`src/rtl/instr_loader_pkg.sv`:
```
// instr_loader_pkg -- shared types and constants for the serial instruction loader.
//   state_t    : loader FSM states (CHECK is used only when parity is compiled in)
//   DEF_IW     : default instruction width
//   DEF_DEPTH  : default FIFO depth
//   clog2()    : ceiling log2 usable in parameter/port width expressions
package instr_loader_pkg;

    typedef enum logic [1:0] {
        IDLE  = 2'd0,
        SHIFT = 2'd1,
        CHECK = 2'd2
    } state_t;

    localparam int DEF_IW    = 9;
    localparam int DEF_DEPTH = 4;

    function automatic int clog2(input int v);
        int r;
        r = 0;
        for (int i = 0; i < 32; i++) begin
            if ((1 << r) < v) r = r + 1;
        end
        return r;
    endfunction

endpackage

```
`src/rtl/instr_loader_if.sv`:
```
// instr_loader_if -- serial input, downstream handshake and status flags of instr_loader.
//   SDI/SVALID/SFRAME : serial instruction stream (MSB first)
//   READY             : downstream accepts the head instruction
//   CLR               : synchronous clear of the sticky flags
//   INSTRUCTION/write_en/LEVEL : FIFO head, head-valid, occupancy
//   OVF/PERR          : sticky overflow / parity-error flags
// Modports: master = stimulus/downstream side, slave = instr_loader.
interface instr_loader_if
    import instr_loader_pkg::*;
#(
    parameter int DEPTH = DEF_DEPTH,
    parameter int IW    = DEF_IW
);
    localparam int LW = clog2(DEPTH + 1);

    logic          SDI;
    logic          SVALID;
    logic          SFRAME;
    logic          READY;
    logic          CLR;
    logic [IW-1:0] INSTRUCTION;
    logic          write_en;
    logic [LW-1:0] LEVEL;
    logic          OVF;
    logic          PERR;

    modport master (
        output SDI, SVALID, SFRAME, READY, CLR,
        input  INSTRUCTION, write_en, LEVEL, OVF, PERR
    );

    modport slave (
        input  SDI, SVALID, SFRAME, READY, CLR,
        output INSTRUCTION, write_en, LEVEL, OVF, PERR
    );

endinterface

```
`src/rtl/instr_loader_fifo.sv`:
```
// instr_fifo -- DEPTH-entry instruction FIFO with occupancy counter.
//   clk, rst : clock, asynchronous active-high reset (pointers/level only)
//   push/din : write request and data; accepted when not full or when popping
//   pop      : read request; ignored while empty
//   dout     : head entry, forced to 0 while empty
//   full, empty, level : status
module instr_fifo
    import instr_loader_pkg::*;
#(
    parameter int DEPTH = DEF_DEPTH,
    parameter int IW    = DEF_IW,
    localparam int PW   = clog2(DEPTH),
    localparam int LW   = clog2(DEPTH + 1)
) (
    input  logic          clk,
    input  logic          rst,
    input  logic          push,
    input  logic [IW-1:0] din,
    input  logic          pop,
    output logic [IW-1:0] dout,
    output logic          full,
    output logic          empty,
    output logic [LW-1:0] level
);
    logic [IW-1:0] mem [DEPTH];
    logic [PW-1:0] wr_ptr, rd_ptr;
    logic          pop_ok, push_ok;

    assign empty   = (level == '0);
    assign full    = (level == LW'(DEPTH));
    assign pop_ok  = pop && !empty;
    // A pop on the same edge frees the slot, so a full FIFO can still take a push.
    assign push_ok = push && (!full || pop_ok);
    // Storage is not reset; masking with empty keeps stale entries invisible.
    assign dout    = empty ? '0 : mem[rd_ptr];

    always_ff @(posedge clk) begin
        if (push_ok) mem[wr_ptr] <= din;
    end

    // Pointers are PW bits and DEPTH is a power of two, so +1 wraps modulo DEPTH.
    always_ff @(posedge clk or posedge rst) begin
        if (rst) begin
            wr_ptr <= '0;
            rd_ptr <= '0;
            level  <= '0;
        end else begin
            if (push_ok) wr_ptr <= wr_ptr + 1'b1;
            if (pop_ok)  rd_ptr <= rd_ptr + 1'b1;
            case ({push_ok, pop_ok})
                2'b10:   level <= level + 1'b1;
                2'b01:   level <= level - 1'b1;
                default: level <= level;
            endcase
        end
    end

endmodule

```
`src/rtl/instr_loader.sv`:
```
// instr_loader -- deserialises MSB-first instruction words into a FIFO for the cpu.
//   CLK, RESET : clock, asynchronous active-high reset
//   bus        : instr_loader_if.slave (serial in, READY/CLR in, head/level/flags out)
// Optional feature: define INSTR_LOADER_PARITY_EN to append an even-parity bit
// to each word; bad words are dropped and PERR is set. Without it PERR is 0.
module instr_loader
    import instr_loader_pkg::*;
#(
    parameter int DEPTH = DEF_DEPTH,
    parameter int IW    = DEF_IW
) (
    input  logic           CLK,
    input  logic           RESET,
    instr_loader_if.slave  bus
);
    localparam int CW = clog2(IW + 1);

    state_t        state;
    logic [CW-1:0] cnt;
    logic [IW-1:0] sreg;
    logic [IW-1:0] word;
    logic          push, full, empty, ovf, ovf_set;

    wire sample = bus.SVALID && bus.SFRAME;

`ifdef INSTR_LOADER_PARITY_EN
    logic par_err, perr;

    // The data word is already whole in sreg; this edge carries its parity bit.
    always_comb begin
        push    = 1'b0;
        par_err = 1'b0;
        word    = sreg;
        if (sample && state == CHECK) begin
            if (^{sreg, bus.SDI}) par_err = 1'b1;
            else                  push    = 1'b1;
        end
    end
    assign bus.PERR = perr;
`else
    // The word completes on the edge that samples its last bit.
    always_comb begin
        push = sample && (state == SHIFT) && (cnt == CW'(IW - 1));
        word = {sreg[IW-2:0], bus.SDI};
    end
    assign bus.PERR = 1'b0;
`endif

    assign ovf_set = push && full && !(bus.READY && !empty);
    assign bus.write_en = !empty;
    assign bus.OVF      = ovf;

    always_ff @(posedge CLK or posedge RESET) begin
        if (RESET) begin
            state <= IDLE;
            cnt   <= '0;
            sreg  <= '0;
            ovf   <= 1'b0;
`ifdef INSTR_LOADER_PARITY_EN
            perr  <= 1'b0;
`endif
        end else begin
            // Losing the frame mid-word silently discards the partial word.
            if (!bus.SFRAME) begin
                state <= IDLE;
                cnt   <= '0;
            end else if (bus.SVALID) begin
                case (state)
                    IDLE: begin
                        sreg  <= {sreg[IW-2:0], bus.SDI};
                        cnt   <= CW'(1);
                        state <= SHIFT;
                    end
                    SHIFT: begin
                        sreg <= {sreg[IW-2:0], bus.SDI};
                        if (cnt == CW'(IW - 1)) begin
`ifdef INSTR_LOADER_PARITY_EN
                            state <= CHECK;
                            cnt   <= CW'(IW);
`else
                            state <= IDLE;
                            cnt   <= '0;
`endif
                        end else begin
                            cnt <= cnt + 1'b1;
                        end
                    end
                    default: begin
                        state <= IDLE;
                        cnt   <= '0;
                    end
                endcase
            end

            // CLR wins over a set on the same edge.
            if (bus.CLR) begin
                ovf <= 1'b0;
`ifdef INSTR_LOADER_PARITY_EN
                perr <= 1'b0;
`endif
            end else begin
                if (ovf_set) ovf <= 1'b1;
`ifdef INSTR_LOADER_PARITY_EN
                if (par_err) perr <= 1'b1;
`endif
            end
        end
    end

    instr_fifo #(.DEPTH(DEPTH), .IW(IW)) u_fifo (
        .clk   (CLK),
        .rst   (RESET),
        .push  (push),
        .din   (word),
        .pop   (bus.READY),
        .dout  (bus.INSTRUCTION),
        .full  (full),
        .empty (empty),
        .level (bus.LEVEL)
    );

endmodule

```
`src/flat_wrapper.sv`:
```
// flat-port wrapper written by rule: the top's interface ports become plain ports
module instr_loader_flat import instr_loader_pkg::*;
#(
    parameter int DEPTH = DEF_DEPTH,
    parameter int IW    = DEF_IW
)
  (CLK, RESET, bus_SDI, bus_SVALID, bus_SFRAME, bus_READY, bus_CLR, bus_INSTRUCTION, bus_write_en, bus_LEVEL, bus_OVF, bus_PERR);
  instr_loader_if #(.DEPTH(DEPTH), .IW(IW)) bus_i ();
  input  logic CLK;
  input  logic RESET;
  input wire logic [$bits(bus_i.SDI)-1:0] bus_SDI;
  input wire logic [$bits(bus_i.SVALID)-1:0] bus_SVALID;
  input wire logic [$bits(bus_i.SFRAME)-1:0] bus_SFRAME;
  input wire logic [$bits(bus_i.READY)-1:0] bus_READY;
  input wire logic [$bits(bus_i.CLR)-1:0] bus_CLR;
  output wire logic [$bits(bus_i.INSTRUCTION)-1:0] bus_INSTRUCTION;
  output wire logic [$bits(bus_i.write_en)-1:0] bus_write_en;
  output wire logic [$bits(bus_i.LEVEL)-1:0] bus_LEVEL;
  output wire logic [$bits(bus_i.OVF)-1:0] bus_OVF;
  output wire logic [$bits(bus_i.PERR)-1:0] bus_PERR;
  assign bus_i.SDI = bus_SDI;
  assign bus_i.SVALID = bus_SVALID;
  assign bus_i.SFRAME = bus_SFRAME;
  assign bus_i.READY = bus_READY;
  assign bus_i.CLR = bus_CLR;
  assign bus_INSTRUCTION = bus_i.INSTRUCTION;
  assign bus_write_en = bus_i.write_en;
  assign bus_LEVEL = bus_i.LEVEL;
  assign bus_OVF = bus_i.OVF;
  assign bus_PERR = bus_i.PERR;
  instr_loader #(.DEPTH(DEPTH), .IW(IW)) u_core (.CLK(CLK), .RESET(RESET), .bus(bus_i));
endmodule
```
`config.mk`:
```
export PLATFORM = sky130hd
export DESIGN_NAME = instr_loader_flat
export DESIGN_NICKNAME = d
export VERILOG_FILES = /design/src/rtl/instr_loader_pkg.sv /design/src/rtl/instr_loader_if.sv /design/src/rtl/instr_loader_fifo.sv /design/src/rtl/instr_loader.sv /design/src/flat_wrapper.sv
export SDC_FILE = /design/constraint.sdc
export NUM_CORES = 1
export LEC_CHECK = 0
export BUFFER_PORTS_ARGS = -buffer_cell sky130_fd_sc_hd__clkbuf_2
export CAP_MARGIN = 0
export CELL_PAD_IN_SITES_DETAIL_PLACEMENT = 1
export CELL_PAD_IN_SITES_GLOBAL_PLACEMENT = 1
export CORE_MARGIN = 3
export CORE_UTILIZATION = 30
export DETAILED_ROUTE_END_ITERATION = 12
export GPL_TIMING_DRIVEN = 0
export PLACE_DENSITY = 0.5
export SLEW_MARGIN = 30
export SYNTH_ARGS = -nofsm -noshare
export SYNTH_HDL_FRONTEND = slang
export SYNTH_HIERARCHICAL = 1
export SYNTH_SLANG_ARGS = --single-unit
```
`constraint.sdc`:
```
create_clock -name CLK -period 2.35 [get_ports CLK]
set_input_delay 0.705 -clock CLK [delete_from_list [all_inputs] [get_ports CLK]]
set_output_delay 0.705 -clock CLK [all_outputs]
set_load 0.005 [all_outputs]
```
Word-level counts from Yosys, hierarchy flattened
Memories as Yosys holds them, arrays and structs flattened.
Cells that the tools add are included.
Widths: inputs -> output; s select.
{"block": "word_totals", "register_bits": 22, "mem_bits_rw": 36, "input_bits": 7, "out_inout_bits": 15, "word_cells": 52, "n_memories": 1}
{"name": "u_core.u_fifo.mem", "words": 4, "width": 9, "read_ports": 1, "rd_ports_with_merged_regs": 0, "wr": 1, "line_no": "instr_loader_fifo.sv:25", "source": "logic [IW-1:0] mem [DEPTH];"}
{"block": "classes", "n_addsub": 5, "n_eq_ne": 7, "mux": 14, "reduce_logical": 18}
{"op": "$mux 4", "count": 3}
{"op": "$mux 9", "count": 1}
{"op": "$pmux 4 s2", "count": 1}
{"op": "$logic_and 1x1->1", "count": 7}
{"op": "$mux 2", "count": 3}
{"op": "$pmux 3 s2", "count": 1}
{"op": "$add 2x1->2 const B", "count": 2}
{"op": "$add 4x1->4 const B", "count": 1}
{"op": "$eq 2x1->1 const B", "count": 2}
{"op": "$eq 4x4->1 const B", "count": 1}
{"op": "$mux 1", "count": 4}
{"op": "$pmux 2 s2", "count": 1}
{"op": "$reduce_bool 2->1", "count": 2}
{"op": "$add 3x1->3 const B", "count": 1}
{"op": "$eq 3x3->1 const B", "count": 1}
{"op": "$logic_not 1->1", "count": 3}
{"op": "$logic_not 3->1", "count": 1}
{"op": "$ne 3x3->1 const B", "count": 1}
{"op": "$reduce_and 3->1", "count": 1}
{"op": "$sub 3x1->3 const B", "count": 1}
{"op": "$eq 2x2->1 const B", "count": 1}
{"op": "$logic_not 2->1", "count": 1}
{"op": "$ne 2x2->1 const B", "count": 1}
{"op": "$reduce_and 2->1", "count": 1}
{"op": "other kinds (2)", "count": 2}

Longest topological paths before layout
{"block": "depth", "depth_word": 7, "mapped_depth": 9, "mapped_depth_nobuf": 8}

By module
Netlist, hierarchy kept.
{"module": "instr_fifo", "n_inst": 1, "cells_per_inst": 112, "area_per_inst_um2": 1878.1, "seq_area_each_um2": 1256.2}
{"module": "instr_loader", "n_inst": 1, "cells_per_inst": 57, "area_per_inst_um2": 654.4, "seq_area_each_um2": 350.3}

Worst setup path after synthesis
No wires, ideal clock.
{"block": "synth_timing", "path_kind": "input port to flip-flop", "startpoint": "input port bus_SVALID", "endpoint": "register u_core.u_fifo.level[2]", "t_arrival_ns": 2.306, "required_ns": 2.218, "setup_slack_ns": -0.087, "stages": 8, "n_path_buf": 1, "cell_sequence": "and3b_2 -> and4_4 -> buf_2 -> or2_2 -> fa_1 -> nand2b_1 -> o221ai_1 -> nand3_1"}
{"block": "synth_between", "elab_chain_cells": 6, "elab_cells_between_ends": 8, "cone_classes": "eq/ne: 2; mux: 1; reduce/logical: 5"}
{"element": "start: declaration", "line_no": "flat_wrapper.sv:12", "source": "input wire logic [$bits(bus_i.SVALID)-1:0] bus_SVALID;"}
{"element": "$logic_and 1x1->1 (*)", "line_no": "instr_loader.sv:24", "source": "wire sample = bus.SVALID && bus.SFRAME;"}
{"element": "$logic_and 1x1->1 (*) (2 in series)", "line_no": "instr_loader.sv:43", "source": "push = sample && (state == SHIFT) && (cnt == CW'(IW - 1));"}
{"element": "via u_core.push", "line_no": "instr_loader.sv:22", "source": "logic push, full, empty, ovf, ovf_set;"}
{"element": "$logic_and 1x1->1 (*)", "line_no": "instr_loader_fifo.sv:33", "source": "assign push_ok = push && (!full || pop_ok);"}
{"element": "$eq 2x1->1 / $eq 2x2->1 (equally long branches)", "line_no": "instr_loader_fifo.sv:50", "source": "case ({push_ok, pop_ok})"}
{"element": "$pmux 3 s2 / $reduce_bool 2->1 (equally long branches)"}
{"element": "end signal: assignment", "line_no": "instr_loader_fifo.sv:51", "source": "2'b10: level <= level + 1'b1;"}
{"element": "end signal: assignment", "line_no": "instr_loader_fifo.sv:52", "source": "2'b01: level <= level - 1'b1;"}
{"element": "end signal: assignment", "line_no": "instr_loader_fifo.sv:53", "source": "default: level <= level;"}
{"element": "end: declaration", "line_no": "instr_loader_fifo.sv:23", "source": "output logic [LW-1:0] level"}
Mark *: on every way through the listed nets, which the timed path passes. The rest lies on a longest branch.
A chain may end at the register's enable or synchronous reset.

Worst setup path in the final report
{"block": "layout_timing", "startpoint": "register u_core.u_fifo.rd_ptr[0]", "endpoint": "output port bus_INSTRUCTION[6]"}
{"block": "layout_between", "elab_chain_cells": 2}
{"element": "start: declaration", "line_no": "instr_loader_fifo.sv:26", "source": "logic [PW-1:0] wr_ptr, rd_ptr;"}
{"element": "start signal: assignment", "line_no": "instr_loader_fifo.sv:49", "source": "if (pop_ok) rd_ptr <= rd_ptr + 1'b1;"}
{"element": "$mem_v2 4x9"}
{"element": "$mux 9", "line_no": "instr_loader_fifo.sv:35", "source": "assign dout = empty ? '0 : mem[rd_ptr];"}
{"element": "end: declaration", "line_no": "flat_wrapper.sv:16", "source": "output wire logic [$bits(bus_i.INSTRUCTION)-1:0] bus_INSTRUCTION;"}
No other way between the ends.

==> metrics.cfg <==
[status]
status=finished, violations left
failed_checks=setup timing

[setup_path]
cp_top_family=multiplexers
worst_path_largest_cell_delay_ps=500
path_buf_inv=3
required_ps=1640
crit_type=reg2out
arrival_ps=1680
critPathMaxFanout=5
crit_chain=buf_6 > buf_12 > mux4_2 > and2_4 > clkbuf_2
start_kind=register
cp-end-kind=output pin
cp_slowest_cell=mux4_2

[cts]
clock_latency_ps=330
cts_tree=built
cts.clk_slew.worst_paths_ps=60
cts_root_buf=clkbuf_8
htreeDepth=3
clock-sinks=57
cts_hold_buf=0
numCtsBuffers=9
cts_buffer_depth=2

[die]
start_util=0.318
pin_count=22
dieArea_um2=9580
die_w_um=97.9
die_h_um=97.9
fp-row-count=32
core_um2=7970

[yosys]
synth.top_cell.area_share=0.427
synth_area_per_cell_um2=15.0
synth_seq_area_share=0.634
synth_edf_count=36
async_flop_share=0.368
yosys.area.top_type=edfxtp_1
synth_cell_types=45
netlist_area_um2=2530
ys_ff_latch=57
syn-instance-count=169
ys_warn_count=6
syn_nets=183
yosys-top-cells-area=edfxtp_1 43%, dfrtp_1 21%, mux4_2 8.0%, mux2_2 3.6%, ha_1 3.0%
synth_ff_type=edfxtp_1

[job]
maxCapViolations=0

[routing]
routed_wl_mm=5.26
viasPerCell=4.81
drc=0
drt_iter0_drc=70
vias=1511
dr.pass1.iters=4
wl_per_cell_um=16.7
antenna_left=0

[sta]
tightest_slew_ps=662
timing.fmax_mhz=420
fin_crit_ps=2380
setup_ws_ps=-31.1
finClkSkew_ps=5.80
rsz0062_at_grt=yes
hold_viol=0
period_share=1.01
report.final.setup_viol=5
maxSlewViolCount=0
slew_headroom=0.558

[final_layout]
layout_common_cells=36 x edfxtp_1, 20 x clkbuf_2, 16 x inv_1, 16 x dfrtp_1, 10 x clkbuf_8
drive_gt1_frac=0.448
diodes=0
nFillCells=825
layout.cells.non_filler=314
synthToLayoutAreaGrowth_pct=24.6
final_util=0.396
nets=222
layout_commonest_cell=edfxtp_1

[global_route]
grt_pass1_wl_mm=8.92
track_usage=0.124
grt_overflow=0
grt_max_degree=15
grt_pass1_vias=1686
antenna_found_initial=0

[pwr]
internal-power_mw=2.26
combPwrFrac=0.178
power.density_nw_per_um2=933
ir_drop_mv=0.287
p_sw_mw=0.683
swShare=0.232
p_clk_frac=0.376
p_leak_nw=1.25
pwr-share-seq=0.446

[placement]
place_inst=291
place.gp.congestion=0.804
hpwl_mm=3.40
numPortBuffers=20

[min_path]
hold_class=in2async

[repair_timing]
action,CTS,global route
cloned,1,0
setup endpoints to repair,10,11
setup buffers,7,2
gates resized for setup,21,5
pin swaps,8,1
[kinds of logic after synthesis]
family / share of synthesized area
buffers and inverters: 0.0380
xor gates and xnor gates: 0.0173
other: 0.00148
muxes: 0.122
and+or+nand+nor: 0.0983
AOI/OAI and AO/OA: 0.0514
adders and majority gates: 0.0375
DFF: 0.634
[synth_stat cells, types with 3 or more instances]
master    count
edfxtp_1     36
dfrtp_1      21
inv_1        16
and2_1        9
mux4_2        9
mux2_2        8
ha_1          6
nand2_1       5
nand3_1       5
a21oi_1       4
and2_2        4
nor2_1        4
xnor2_1       4
o21ai_0       3
[registers in the layout, summed over array words and instances (netlist names)]
signal / count
u_core/u_fifo/level: 3
u_core/cnt: 4
u_core/u_fifo/wr_ptr: 2
u_core/u_fifo/mem: 36
u_core/state: 1
u_core/bus.OVF: 1
u_core/sreg: 8
u_core/u_fifo/rd_ptr: 2
[path summary, 6_finish.rpt]
check / startpoint / end / slack [ps] / cells past startpoint
setup / recovery: u_core/u_fifo/rd_ptr[0]$_DFFE_PP0N_ / bus_INSTRUCTION[6] / -30 / 5
hold / removal: RESET / u_core/u_fifo/wr_ptr[1]$_DFFE_PP0P_ / 310 / 2
setup reg to reg: u_core/cnt[0]$_DFFE_PP0P_ / u_core/u_fifo/level[1]$_DFFE_PP0P_ / 130 / 9
hold reg to reg: u_core/bus.OVF$_DFFE_PP0P_ / u_core/bus.OVF$_DFFE_PP0P_ / 520 / 1
max in group asynchronous: RESET / u_core/cnt[0]$_DFFE_PP0P_ / 1470 / 2
min in group CLK: u_core/bus.OVF$_DFFE_PP0P_ / u_core/bus.OVF$_DFFE_PP0P_ / 520 / 1
[cell type report]
| cell class | count | area [um2] | area share |
|---|---|---|---|
| well taps | 102 | 128 | 0.0405 |
| clock inverters | 5 | 104 | 0.0329 |
| inverters | 16 | 60.1 | 0.0190 |
| repair buffers | 29 | 175 | 0.0555 |
| clock buffers | 10 | 138 | 0.0436 |
| flip-flops and latches | 57 | 1610 | 0.511 |
| multi-input cells | 90 | 862 | 0.273 |
| plain buffers | 5 | 75.1 | 0.0238 |
[power by group through the flow]
stage / registers (mW) / logic (mW) / clock network, mW
after floorplan: 1.28 / 0.287 / 0
after global placement: 1.31 / 0.382 / 0
after detailed placement: 1.32 / 0.395 / 0
after CTS: 1.31 / 0.561 / 1.14
after global routing: 1.33 / 0.578 / 1.20
final: 1.31 / 0.523 / 1.11
[layer usage]
layer,up-vias,share of wire,track usage
li1,690,-,-
met1,788,0.42,0.146
met2,21,0.52,0.202
met4,0,0.024,0.0660
met3,12,0.039,0.0386
met5,-,0,0
[per-stage QoR]
step / hold WS (ps) / power [mW] / setup WS, ps / cell area [um2] / setup TNS, ps
after floorplan: 471 / 1.57 / 16.0 / 2540 / 0
after global placement: 495 / 1.69 / -191 / 2770 / -372
after detailed placement: 513 / 1.71 / -253 / 2770 / -496
after CTS: 297 / 3.01 / -60.8 / 3150 / -316
after global routing: 308 / 3.11 / -103 / 3150 / -561
final: 306 / 2.94 / -31.1 / 3150 / -115
Power figures use the tool's default switching activity.
